===== src/rtl/alu_share_arbiter_pkg.sv =====
// alu_share_arbiter_pkg: ALU op codes, arbiter FSM states and shared width for the ALU sharing arbiter
package alu_pkg;

  localparam int ALU_W = 32;

  typedef enum logic [3:0] {
    ADD = 4'b0000,
    SLL = 4'b0001,
    XOR = 4'b0100,
    SRL = 4'b0101,
    OR  = 4'b0110,
    AND = 4'b0111,
    SUB = 4'b1000,
    SRA = 4'b1101
  } alu_op_t;

  typedef enum logic [1:0] {
    IDLE,
    EXEC,
    RESP
  } arb_state_t;

  // Only add and subtract produce a meaningful carry/borrow.
  function automatic logic has_carry(input logic [3:0] op);
    return op == ADD || op == SUB;
  endfunction

endpackage


===== src/rtl/alu_share_arbiter_rr_pick.sv =====
// rr_pick: combinational round-robin picker, first request at or after ptr wrapping modulo N
module rr_pick #(
  parameter int N = 2,
  localparam int IW = (N > 1) ? $clog2(N) : 1
) (
  input  logic [N-1:0]  req,
  input  logic [IW-1:0] ptr,
  output logic [N-1:0]  grant,
  output logic [IW-1:0] idx,
  output logic          any
);

  logic [N-1:0]  rot;
  logic [IW-1:0] off;
  logic [IW:0]   sum;

  // Rotate so bit 0 is the pointer position, take the lowest set bit, then rotate the index back.
  always_comb begin
    rot = N'({req, req} >> ptr);
    off = '0;
    for (int k = N - 1; k >= 0; k--)
      if (rot[k]) off = IW'(k);
    sum = {1'b0, ptr} + {1'b0, off};
    idx = (sum >= (IW+1)'(N)) ? IW'(sum - (IW+1)'(N)) : sum[IW-1:0];
    any = |req;
    grant = any ? N'(1) << idx : '0;
  end

endmodule


===== src/rtl/alu_share_arbiter.sv =====
// alu_share_arbiter: round-robin sharing of one combinational ALU among NREQ requesters; optional ALU_SHARE_ARBITER_STATS_EN adds per-requester grant counters
module alu_share_arbiter
  import alu_pkg::*;
#(
  parameter int NREQ = 2,
  parameter int W = ALU_W,
  localparam int IW = (NREQ > 1) ? $clog2(NREQ) : 1
) (
  input  logic              clk,
  input  logic              rst_n,
  input  logic [NREQ-1:0]   req_valid,
  output logic [NREQ-1:0]   req_ready,
  input  logic [4*NREQ-1:0] req_op,
  input  logic [W*NREQ-1:0] req_a,
  input  logic [W*NREQ-1:0] req_b,
  output logic [NREQ-1:0]   rsp_valid,
  input  logic [NREQ-1:0]   rsp_ready,
  output logic [W-1:0]      rsp_data,
  output logic              rsp_cout,
  output logic [W-1:0]      alu_a,
  output logic [W-1:0]      alu_b,
  output logic [3:0]        alu_s,
  input  logic [W-1:0]      alu_e,
  input  logic              alu_cout
`ifdef ALU_SHARE_ARBITER_STATS_EN
  ,
  output logic [16*NREQ-1:0] stat_grants
`endif
);

  arb_state_t      state;
  logic [IW-1:0]   rr_ptr;
  logic [IW-1:0]   owner;
  logic [3:0]      op_q;
  logic [W-1:0]    a_q;
  logic [W-1:0]    b_q;
  logic [NREQ-1:0] win_grant;
  logic [IW-1:0]   win_idx;
  logic            win_any;

  rr_pick #(.N(NREQ)) u_pick (
    .req   (req_valid),
    .ptr   (rr_ptr),
    .grant (win_grant),
    .idx   (win_idx),
    .any   (win_any)
  );

  assign req_ready = (state == IDLE) ? win_grant : '0;
  assign alu_a = a_q;
  assign alu_b = b_q;
  assign alu_s = op_q;

  // Accept one request, let the ALU settle on registered operands, then hold the result until taken.
  always_ff @(posedge clk or negedge rst_n) begin
    if (!rst_n) begin
      state     <= IDLE;
      rr_ptr    <= '0;
      owner     <= '0;
      op_q      <= '0;
      a_q       <= '0;
      b_q       <= '0;
      rsp_data  <= '0;
      rsp_cout  <= 1'b0;
      rsp_valid <= '0;
    end else begin
      case (state)
        IDLE: if (win_any) begin
          op_q  <= req_op[4*win_idx +: 4];
          a_q   <= req_a[W*win_idx +: W];
          b_q   <= req_b[W*win_idx +: W];
          owner <= win_idx;
          state <= EXEC;
        end
        EXEC: begin
          rsp_data  <= alu_e;
          rsp_cout  <= has_carry(op_q) & alu_cout;
          rsp_valid <= NREQ'(1) << owner;
          state     <= RESP;
        end
        RESP: if (rsp_ready[owner]) begin
          rsp_valid <= '0;
          rr_ptr    <= (owner == IW'(NREQ - 1)) ? '0 : owner + 1'b1;
          state     <= IDLE;
        end
        default: state <= IDLE;
      endcase
    end
  end

`ifdef ALU_SHARE_ARBITER_STATS_EN
  logic accept;

  assign accept = state == IDLE && win_any;

  // Saturating count of accepts per requester.
  always_ff @(posedge clk or negedge rst_n) begin
    if (!rst_n) stat_grants <= '0;
    else if (accept && stat_grants[16*win_idx +: 16] != 16'hFFFF)
      stat_grants[16*win_idx +: 16] <= stat_grants[16*win_idx +: 16] + 16'd1;
  end
`endif

endmodule


===== config.mk =====
export PLATFORM = sky130hd
export DESIGN_NAME = alu_share_arbiter
export DESIGN_NICKNAME = d
export VERILOG_FILES = /design/src/rtl/alu_share_arbiter_pkg.sv /design/src/rtl/alu_share_arbiter_rr_pick.sv /design/src/rtl/alu_share_arbiter.sv
export SDC_FILE = /design/constraint.sdc
export NUM_CORES = 1
export LEC_CHECK = 0
export CAP_MARGIN = 20
export CORE_MARGIN = 2
export CORE_UTILIZATION = 40
export DETAILED_ROUTE_END_ITERATION = 12
export GPL_TIMING_DRIVEN = 0
export HOLD_SLACK_MARGIN = 0.06
export PLACE_DENSITY = 0.86
export SLEW_MARGIN = 20
export SYNTH_ARGS = -nofsm -noshare
export SYNTH_HDL_FRONTEND = slang
export SYNTH_SLANG_ARGS = --single-unit

===== constraint.sdc =====
create_clock -name clk -period 2.7 [get_ports clk]
set_input_delay 0.54 -clock clk [delete_from_list [all_inputs] [get_ports clk]]
set_output_delay 0.54 -clock clk [all_outputs]
set_load 0.05 [all_outputs]

==> impl_metrics.json, run 1 <==
{
  "run_status": "finished, final reports clean",
  "swShare_pct": 48.2,
  "setup_viol": 0,
  "post_route_fraction_of_the_period_consumed_by_the_critical_path_pct": 96.7,
  "post_drt_via_cell_ratio": 5.36,
  "insertedDiodeCount": 0,
  "cts_post_setup_buffers_inserted": 0,
  "clock_pin_slew_reported_for_the_worst_setup_and_hold_paths_after_clock_tree_synthesis_ns": 0.06,
  "maxCapViolations": 0,
  "antenna_found_initial": 0,
  "gr-usage-all-layers_pct": 25.4,
  "pwr-share-comb_pct": 61.3,
  "die-width_um": 111,
  "synth_nets": 585,
  "synth-seq-area-share_pct": 58.4,
  "clock_skew_ns": 0.00924,
  "cpMaxStageDelayCell": "sky130_fd_sc_hd__clkdlybuf4s50_1",
  "timing.critical_path.from": "req_valid[1]",
  "largest_net_degree_at_the_start_of_global_routing": 67,
  "max-clock-path-buffers": 2,
  "syn-cell-area_um2": 4590,
  "rsz0062_at_grt": "no",
  "power_per_cell_area_nw_per_um2": 1410,
  "cell_by_cell_trace_of_the_critical_path": "clkdlybuf4s50_1, and3_1, buf_2, clkbuf_2, clkdlybuf4s15_2",
  "internal_power_mw": 5.77,
  "cp_slowest_stage_delay_ns": 0.51,
  "synthDominantAreaCellType": "sky130_fd_sc_hd__dfrtp_1",
  "critical_path_class": "in2out",
  "share_seq_of_total_power_pct": 25.8,
  "grt_pass1_wl_mm": 24.9,
  "area_growth_syn_to_layout_pct": 72.5,
  "reg2reg_to": "alu_a[11]",
  "drc_errors": 0,
  "worst_reg2reg_path_depth": 5,
  "most_area_consuming_cells_after_synthesis": "sky130_fd_sc_hd__dfrtp_1, sky130_fd_sc_hd__a221o_1, sky130_fd_sc_hd__o21a_1",
  "dpl_worst_slack_ns": -0.537,
  "vias_in_the_first_global_route": 4793,
  "power_leakage_nw": 3.40,
  "cts_tree": "built",
  "yosys_warnings": 0,
  "initial_utilization_pct": 40.5,
  "cp.buffers_inverters": 4,
  "synth_seq_cells": 107,
  "vias": 4549,
  "synth.lib_cells_used.distinct": 22,
  "critical_path.max_fanout": 10,
  "worst_hold_path_type": "in2async",
  "h_tree_lvls": 3,
  "detail_route.wl_per_cell_um": 18.7,
  "critical_path_required_ns": 2.16,
  "final_period_minus_worst_setup_slack_ns": 2.61,
  "port_buffers": 279,
  "syn-instance-count": 410,
  "postCtsResizedCells": 5,
  "maxClockFrequency_ghz": 0.383,
  "insertion_delay_ns": 0.34,
  "r2r-start": "state[0]",
  "timing.critical_path.max_delay_family": "buffers and inverters",
  "clockRootBuffer": "sky130_fd_sc_hd__clkbuf_16",
  "drt-total-wl_mm": 15.8,
  "critical_path_arrival_ns": 2.07,
  "syn-mean-instance-area_um2": 11.2,
  "share_clk_of_total_power_pct": 12.9,
  "grt_overflow": 0,
  "worst_setup_path_endpoint": "req_ready[1]",
  "share_of_post_route_cells_with_drive_strength_above_1_pct": 4.67,
  "initialDrtViolationCount": 258,
  "final_net_count": 876,
  "cts_made_buffers": 9,
  "die_area_um2": 12300,
  "num_io_pins": 280,
  "hpwlAfterDp_mm": 12.1,
  "worst_slew_pin_slew_ns": 0.628,
  "setup_slack_ns": 0.0902,
  "placedCellCount": 833,
  "slew_headroom_pct": 57.9,
  "placeableCoreArea_um2": 11300,
  "final_antenna_net_count": 0,
  "setup.worst_path.start_class": "input port",
  "cp.depth": 5,
  "post_cts_hold_buffer_count": 0,
  "hold_violations": 0,
  "end_kind": "primary output",
  "rows": 39,
  "die_y_um": 111,
  "slew_viol_final": 0,
  "rrSetupSlack_ns": 0.91,
  "ir_worst_vdd_mv": 0.915,
  "drt_pass1_iterations": 4,
  "final_gp_congestion": 0.872,
  "final_cell_count_no_fill": 849,
  "layout_filler_cell_count": 837,
  "total_switching_power_mw": 5.38,
  "numClockSinks": 107,
  "finish.utilization_pct": 69.9,
  "post-synth-top-area-fraction_pct": 58.4
}
-- worst reg2reg max path, cell delays in order, from the launching register on --
cell                       delay [ns]
sky130_fd_sc_hd__dfrtp_1         0.46
sky130_fd_sc_hd__or2_1           0.25
sky130_fd_sc_hd__clkbuf_1        0.22
sky130_fd_sc_hd__buf_2           0.25
sky130_fd_sc_hd__o21a_1          0.22
sky130_fd_sc_hd__a221o_1         0.27
-- stage by stage --
step	setup TNS, ns	hold slack (ns)	total power [mW]	cell area (um^2)
3_3_place_gp	-305.73	0.458	9.54	7560
3_5_place_dp	-0.802	0.461	9.73	7590
4_1_cts	0	0.124	11.2	7920
6_report	0	0.117	11.1	7920
5_1_grt	0	0.128	11.6	7920
2_1_floorplan	0	0.244	7.28	4590
-- layout make-up --
class | count | area (um^2) | area share, %
Timing Repair Buffer | 280 | 2820 | 35.6
Sequential cell | 107 | 2680 | 33.8
Multi-Input combinational cell | 263 | 1730 | 21.8
Clock buffer | 12 | 256 | 3.24
Buffer | 39 | 181 | 2.29
Tap cell | 143 | 179 | 2.26
Clock inverter | 4 | 72.6 | 0.917
Inverter | 1 | 3.75 | 0.0474
-- flip-flops by register name (all words and copies together) (netlist names) --
register / count
rsp_cout: 1
owner: 1
rsp_valid: 2
rr_ptr: 1
alu_s: 4
rsp_data: 32
alu_b: 32
alu_a: 32
state: 2
-- cell families after synthesis --
kind of cell | after synthesis | synth area share, %
flops | 107 | 58.4
simple gates | 117 | 10.4
compound gates | 146 | 27.2
buf+inv | 40 | 4.01
-- per-layer routing --
metal | part of all wire, % | up-vias | GRT usage (%)
met5 | 0 | - | 0
met1 | 39 | 2224 | 29.8
met3 | 7.1 | 28 | 5.69
met4 | 2.1 | 0 | 7.74
li1 | - | 2085 | -
met2 | 52 | 212 | 46.3
-- cells in the final DEF, fill, tap and decap left out --
cell | netlist | routed
sky130_fd_sc_hd__clkinv_2 | 0 | 1
sky130_fd_sc_hd__buf_1 | 1 | 1
sky130_fd_sc_hd__nand2_1 | 102 | 102
sky130_fd_sc_hd__nor2b_1 | 2 | 2
sky130_fd_sc_hd__clkdlybuf4s15_2 | 0 | 1
sky130_fd_sc_hd__a311oi_1 | 1 | 1
sky130_fd_sc_hd__inv_1 | 1 | 1
sky130_fd_sc_hd__bufinv_16 | 0 | 2
sky130_fd_sc_hd__a221o_1 | 68 | 68
sky130_fd_sc_hd__dfrtp_1 | 107 | 107
sky130_fd_sc_hd__o21ai_0 | 4 | 4
sky130_fd_sc_hd__nand3b_1 | 2 | 2
sky130_fd_sc_hd__nand2b_1 | 2 | 2
sky130_fd_sc_hd__o21a_1 | 68 | 68
sky130_fd_sc_hd__or2b_1 | 1 | 1
sky130_fd_sc_hd__buf_16 | 0 | 1
sky130_fd_sc_hd__and3_1 | 2 | 2
sky130_fd_sc_hd__buf_2 | 9 | 9
sky130_fd_sc_hd__or4b_2 | 1 | 1
sky130_fd_sc_hd__buf_6 | 3 | 4
sky130_fd_sc_hd__a221oi_1 | 1 | 1
sky130_fd_sc_hd__clkbuf_2 | 0 | 2
sky130_fd_sc_hd__clkbuf_8 | 0 | 2
sky130_fd_sc_hd__clkbuf_16 | 0 | 9
sky130_fd_sc_hd__clkinvlp_4 | 0 | 1
sky130_fd_sc_hd__clkbuf_1 | 26 | 26
sky130_fd_sc_hd__nor2_1 | 3 | 3
sky130_fd_sc_hd__clkdlybuf4s50_1 | 0 | 276
sky130_fd_sc_hd__and2b_1 | 1 | 1
sky130_fd_sc_hd__a21oi_1 | 4 | 4
sky130_fd_sc_hd__or2_1 | 1 | 1
-- synthesized netlist by cell type (all sizes together) --
master  instances
dfrtp         107
nand2         102
a221o          68
o21a           68
clkbuf         26
buf            13
a21oi           4
o21ai           4
nor2            3
and3            2
nand2b          2
nand3b          2
nor2b           2
a221oi          1
a311oi          1
and2b           1
inv             1
or2             1
or2b            1
or4b            1
-- worst min path at each step --
stage / depth (start not counted) / endpoint / slack (ns)
6_report: 1 / rsp_data[16] / 0.12
5_1_grt: 1 / rsp_data[16] / 0.13
4_1_cts: 1 / rsp_data[16] / 0.12
3_5_place_dp: 2 / rsp_data[26] / 0.46
3_3_place_gp: 2 / rsp_data[13] / 0.46
2_1_floorplan: 0 / alu_a[0] / 0.24
-- power by group through the flow --
stage	Combinational, mW	Sequential (mW)	Clock (mW)
after detailed placement	6.85	2.88	0
after floorplan	1.85	5.42	0
after CTS	6.87	2.87	1.46
after global routing	7.15	2.97	1.54
final	6.83	2.87	1.44
after global placement	6.69	2.85	0
No activity file was read; power rests on OpenSTA's default activity.
==> run 2, diff against run 1 <==
--- a/config.mk
+++ b/config.mk
@@ -6,7 +6,6 @@
 export NUM_CORES = 1
 export LEC_CHECK = 0
 export CAP_MARGIN = 20
-export CORE_MARGIN = 2
 export CORE_UTILIZATION = 40
 export DETAILED_ROUTE_END_ITERATION = 12
 export GPL_TIMING_DRIVEN = 0
==> impl_metrics.json, run 2 (synthesized netlist as in run 1, its figures left out) <==
{
  "drt-total-wl_mm": 16.0,
  "final_net_count": 876,
  "numClockSinks": 107,
  "maxCapViolations": 0,
  "clockRootBuffer": "sky130_fd_sc_hd__clkbuf_16",
  "vias": 4518,
  "insertedDiodeCount": 0,
  "grt_pass1_wl_mm": 23.7,
  "fin_total_pwr_mw": 11.1,
  "worst_reg2reg_path_depth": 5,
  "post_route_fraction_of_the_period_consumed_by_the_critical_path_pct": 97.0,
  "initial_utilization_pct": 41.6,
  "rows": 38,
  "hpwlAfterDp_mm": 12.1,
  "end_kind": "primary output",
  "insertion_delay_ns": 0.34,
  "detail_route.wl_per_cell_um": 18.9,
  "worst_slew_pin_slew_ns": 0.656,
  "dpl_worst_slack_ns": -0.532,
  "setup_slack_ns": 0.0799,
  "layout.cells.most_common": "sky130_fd_sc_hd__clkdlybuf4s50_1",
  "largest_net_degree_at_the_start_of_global_routing": 63,
  "max-clock-path-buffers": 2,
  "worst_hold_path_type": "in2async",
  "totalNegativeSetupSlack_ns": 0,
  "post_drt_via_cell_ratio": 5.35,
  "reg2reg_to": "alu_b[5]",
  "rrSetupSlack_ns": 0.92,
  "ir_worst_vdd_mv": 0.880,
  "rsz0062_at_grt": "no",
  "initialDrtViolationCount": 293,
  "maxClockFrequency_ghz": 0.382,
  "critical_path_arrival_ns": 2.08,
  "grt_overflow": 0,
  "critical_path_class": "in2out",
  "mostFrequentLayoutCells": "sky130_fd_sc_hd__clkdlybuf4s50_1, sky130_fd_sc_hd__dfrtp_1, sky130_fd_sc_hd__nand2_1",
  "final_period_minus_worst_setup_slack_ns": 2.62,
  "clock_skew_ns": 0.00737,
  "h_tree_lvls": 3,
  "placeableCoreArea_um2": 11000,
  "slew_headroom_pct": 56.1,
  "critical_path_required_ns": 2.16,
  "setup_viol": 0,
  "vias_in_the_first_global_route": 4595,
  "cts_post_setup_buffers_inserted": 0,
  "die_area_um2": 11900,
  "setup.worst_path.start_class": "input port",
  "run_status": "finished, final reports clean",
  "gr-usage-all-layers_pct": 26.6,
  "final_antenna_net_count": 0,
  "die-width_um": 109,
  "r2r-start": "state[0]",
  "power_per_cell_area_nw_per_um2": 1400,
  "area_post_placement_um2": 7580,
  "port_buffers": 279,
  "num_io_pins": 280,
  "cts_made_buffers": 9,
  "finish.utilization_pct": 71.6,
  "cts_tree": "built",
  "slew_viol_final": 0,
  "antenna_found_initial": 0,
  "drc_errors": 0,
  "hold_violations": 0,
  "share_of_post_route_cells_with_drive_strength_above_1_pct": 4.68,
  "final_gp_congestion": 0.883,
  "critical_path.max_fanout": 10,
  "area_growth_syn_to_layout_pct": 72.1,
  "clock_pin_slew_reported_for_the_worst_setup_and_hold_paths_after_clock_tree_synthesis_ns": 0.07,
  "drt_pass1_iterations": 5,
  "power_leakage_nw": 3.39,
  "timing.hold.ws_ns": 0.116,
  "die_y_um": 109,
  "placedCellCount": 830,
  "final_cell_count_no_fill": 845,
  "final_cell_area_um2": 7900
}
[run 2: cell count changes in the layout (fill, tap and decap cells not counted)]
cell and delta:
sky130_fd_sc_hd__clkbuf_1 -1, sky130_fd_sc_hd__clkinv_4 +1, sky130_fd_sc_hd__clkinv_2 -1, sky130_fd_sc_hd__bufinv_16 -1, sky130_fd_sc_hd__clkbuf_8 +1
[run 2: worst max path at each step]
| stage | from | slack, ns | cells past startpoint | endpoint |
|---|---|---|---|---|
| detailed placement | req_valid[0] | -0.53 | 6 | req_ready[1] |
| finish | req_valid[0] | 0.08 | 6 | req_ready[1] |
| CTS | req_valid[0] | 0.005 | 5 | req_ready[0] |
| global route | req_valid[0] | 0.03 | 6 | req_ready[1] |
| global placement | rst_n | -2.82 | 1 | alu_a[14] |
| floorplan | req_valid[0] | 0.68 | 4 | req_ready[1] |
[run 2: routing by layer]
layer  share of wire, %  GRT usage (%)  wire [um]
met2                 51           47.5       8180
met1                 38           29.9       6030
met3                8.3           7.17       1330
met4                2.7           10.8        424
met5                  0              0          0
[run 2: layout make-up]
| cell class | count | area, um^2 |
|---|---|---|
| Inverter | 1 | 3.75 |
| Timing Repair Buffer | 280 | 2820 |
| Clock inverter | 3 | 46.3 |
| Buffer | 39 | 181 |
| Tap cell | 140 | 175 |
| Fill cell | 797 | 3140 |
| Clock buffer | 12 | 267 |
| Sequential cell | 107 | 2680 |
| Multi-Input combinational cell | 263 | 1730 |
[run 2: what timing repair did]
item | in CTS | in global routing
resized for setup | 5 | 2
setup endpoints to repair | 2 | 1
gates cloned | 0 | 0
hold buffers | 0 | 0
[run 2: critical path: stages]
cell	delay, ns
sky130_fd_sc_hd__clkdlybuf4s50_1	0.44
sky130_fd_sc_hd__nand2b_1	0.08
sky130_fd_sc_hd__and3_1	0.14
sky130_fd_sc_hd__buf_2	0.20
sky130_fd_sc_hd__clkbuf_2	0.26
sky130_fd_sc_hd__clkdlybuf4s15_2	0.41
[run 2: power breakdown]
group	internal (mW)	total (mW)	switching, mW
clock network	0.792	1.35	0.561
registers	2.39	2.88	0.486
logic	2.52	6.84	4.32
==> run 3, diff against run 2 <==
--- a/config.mk
+++ b/config.mk
@@ -6,11 +6,12 @@
 export NUM_CORES = 1
 export LEC_CHECK = 0
 export CAP_MARGIN = 20
-export CORE_UTILIZATION = 40
+export CORE_UTILIZATION = 37
 export DETAILED_ROUTE_END_ITERATION = 12
 export GPL_TIMING_DRIVEN = 0
 export HOLD_SLACK_MARGIN = 0.06
-export PLACE_DENSITY = 0.86
+export PLACE_DENSITY = 0.8
+export REMOVE_ABC_BUFFERS = 1
 export SLEW_MARGIN = 20
 export SYNTH_ARGS = -nofsm -noshare
 export SYNTH_HDL_FRONTEND = slang
==> constraint.sdc (replaced) <==
create_clock -name clk -period 2.6 [get_ports clk]
set_input_delay 0.52 -clock clk [delete_from_list [all_inputs] [get_ports clk]]
set_output_delay 0.52 -clock clk [all_outputs]
set_load 0.05 [all_outputs]
==> impl_metrics.json, run 3 (synthesized netlist as in run 1, its figures left out) <==
{
  "run_status": "finished, final reports clean",
  "clockRootBuffer": "sky130_fd_sc_hd__clkbuf_16",
  "drt_pass1_iterations": 4,
  "drt-total-wl_mm": 15.8,
  "detail_route.wl_per_cell_um": 18.8,
  "reg2reg_to": "alu_a[16]",
  "power_per_cell_area_nw_per_um2": 1440,
  "area_growth_syn_to_layout_pct": 73.1,
  "power_leakage_nw": 3.37,
  "final_net_count": 844,
  "vias": 4480,
  "worst_slew_pin_slew_ns": 0.722,
  "final_gp_congestion": 0.742,
  "rsz0062_at_grt": "no",
  "setup.worst_path.start_class": "input port",
  "port_buffers": 279,
  "clock_pin_slew_reported_for_the_worst_setup_and_hold_paths_after_clock_tree_synthesis_ns": 0.07,
  "fin_total_pwr_mw": 11.5,
  "clock_skew_ns": 0.00516,
  "max-clock-path-buffers": 2,
  "hold_violations": 0,
  "worst_hold_path_type": "in2async",
  "final_antenna_net_count": 0,
  "cts_tree": "built",
  "hpwlAfterDp_mm": 11.0,
  "maxClockFrequency_ghz": 0.401,
  "drc_errors": 0,
  "h_tree_lvls": 3,
  "mostFrequentLayoutCells": "sky130_fd_sc_hd__clkdlybuf4s50_1, sky130_fd_sc_hd__dfrtp_1, sky130_fd_sc_hd__nand2_1",
  "critical_path.max_fanout": 31,
  "largest_net_degree_at_the_start_of_global_routing": 63,
  "insertion_delay_ns": 0.35,
  "post_drt_via_cell_ratio": 5.32,
  "worst_reg2reg_path_depth": 4,
  "die_area_um2": 12800,
  "cts_made_buffers": 9,
  "critical_path_class": "in2out",
  "slew_viol_final": 0,
  "numClockSinks": 107,
  "rows": 40,
  "initialDrtViolationCount": 207,
  "grt_pass1_wl_mm": 23.7,
  "critical_path_required_ns": 2.08,
  "placeableCoreArea_um2": 12100,
  "post_cts_hold_buffer_count": 0,
  "timing.critical_path.from": "req_valid[0]",
  "final_cell_area_um2": 7940,
  "share_of_post_route_cells_with_drive_strength_above_1_pct": 4.90,
  "slew_headroom_pct": 51.8,
  "antenna_found_initial": 0,
  "layout.cells.most_common": "sky130_fd_sc_hd__clkdlybuf4s50_1",
  "post_route_fraction_of_the_period_consumed_by_the_critical_path_pct": 96.0,
  "final_cell_count_no_fill": 842,
  "r2r-start": "state[1]",
  "ir_worst_vdd_mv": 0.783,
  "grt_overflow": 0,
  "placedCellCount": 824,
  "final_period_minus_worst_setup_slack_ns": 2.49,
  "rrSetupSlack_ns": 0.87,
  "setup_viol": 0,
  "vias_in_the_first_global_route": 4547,
  "critical_path_arrival_ns": 1.97,
  "die_y_um": 113,
  "layout_filler_cell_count": 907,
  "num_io_pins": 280,
  "maxCapViolations": 0,
  "area_post_placement_um2": 7610,
  "insertedDiodeCount": 0,
  "die-width_um": 113,
  "end_kind": "primary output",
  "initial_utilization_pct": 38.0,
  "gr-usage-all-layers_pct": 24.0
}
==> run 3: cell types whose count changed in the layout (fill, tap and decap cells not counted), moves of 2 or more <==
cell	before	now
sky130_fd_sc_hd__buf_16	1	6
sky130_fd_sc_hd__clkbuf_1	25	1
sky130_fd_sc_hd__buf_6	4	1
sky130_fd_sc_hd__buf_2	9	0
sky130_fd_sc_hd__clkbuf_4	0	2
sky130_fd_sc_hd__and3_1	2	0
sky130_fd_sc_hd__clkbuf_16	9	11
sky130_fd_sc_hd__clkbuf_2	2	0
sky130_fd_sc_hd__and3_4	0	2
==> run 3: what timing repair did <==
action,4_1_cts,5_1_grt
endpoints found under the setup margin,2,2
gates resized for setup,10,2
gates cloned,0,2
setup buffers,0,0
==> run 3: metal layers <==
metal | GRT usage [%] | vias to the layer above | routed length, um
met5 | 0 | - | 0
li1 | - | 2025 | -
met3 | 9.21 | 19 | 1550
met2 | 42.2 | 221 | 8040
met4 | 7.11 | 0 | 228
met1 | 26.9 | 2215 | 6020
==> run 3: power breakdown <==
| part | switching (mW) | internal, mW |
|---|---|---|
| logic | 4.50 | 2.67 |
| clock network | 0.613 | 0.710 |
| registers | 0.499 | 2.48 |
==> run 3: cell type report <==
class | count | area, um^2 | area share (%)
sequential | 107 | 2680 | 33.7
timing repair buffer | 287 | 3000 | 37.8
tap | 168 | 210 | 2.65
inverter | 1 | 3.75 | 0.0473
clock buffer | 12 | 256 | 3.23
multi-input combinational | 263 | 1760 | 22.1
clock inverter | 4 | 33.8 | 0.425
==> run 3: per-stage QoR <==
step	utilization [%]	setup TNS [ns]	hold slack [ns]	setup slack (ns)
final	65.8	0	0.104	0.105
after global routing	65.8	0	0.120	0.0484
after CTS	65.4	0	0.114	0.0237
after detailed placement	63.1	-1.03	0.466	-0.514
after global placement	61.4	-490.60	0.458	-2.98
after floorplan	-	-35.76	0.224	-0.561
==> run 3: worst max-delay path by stage <==
stage	slack, ns	end	depth (start not counted)
floorplan	-0.56	owner	3
global placement	-2.98	alu_b[11]	1
detailed placement	-0.51	req_ready[0]	5
CTS	0.02	req_ready[1]	5
global route	0.05	req_ready[1]	5
finish	0.11	req_ready[1]	5
==> run 3: worst max-delay path, stage by stage <==
cell and delay, ns:
sky130_fd_sc_hd__clkdlybuf4s50_1 0.49, sky130_fd_sc_hd__nand2b_1 0.11, sky130_fd_sc_hd__and3_4 0.33, sky130_fd_sc_hd__buf_16 0.22
sky130_fd_sc_hd__clkbuf_4 0.26
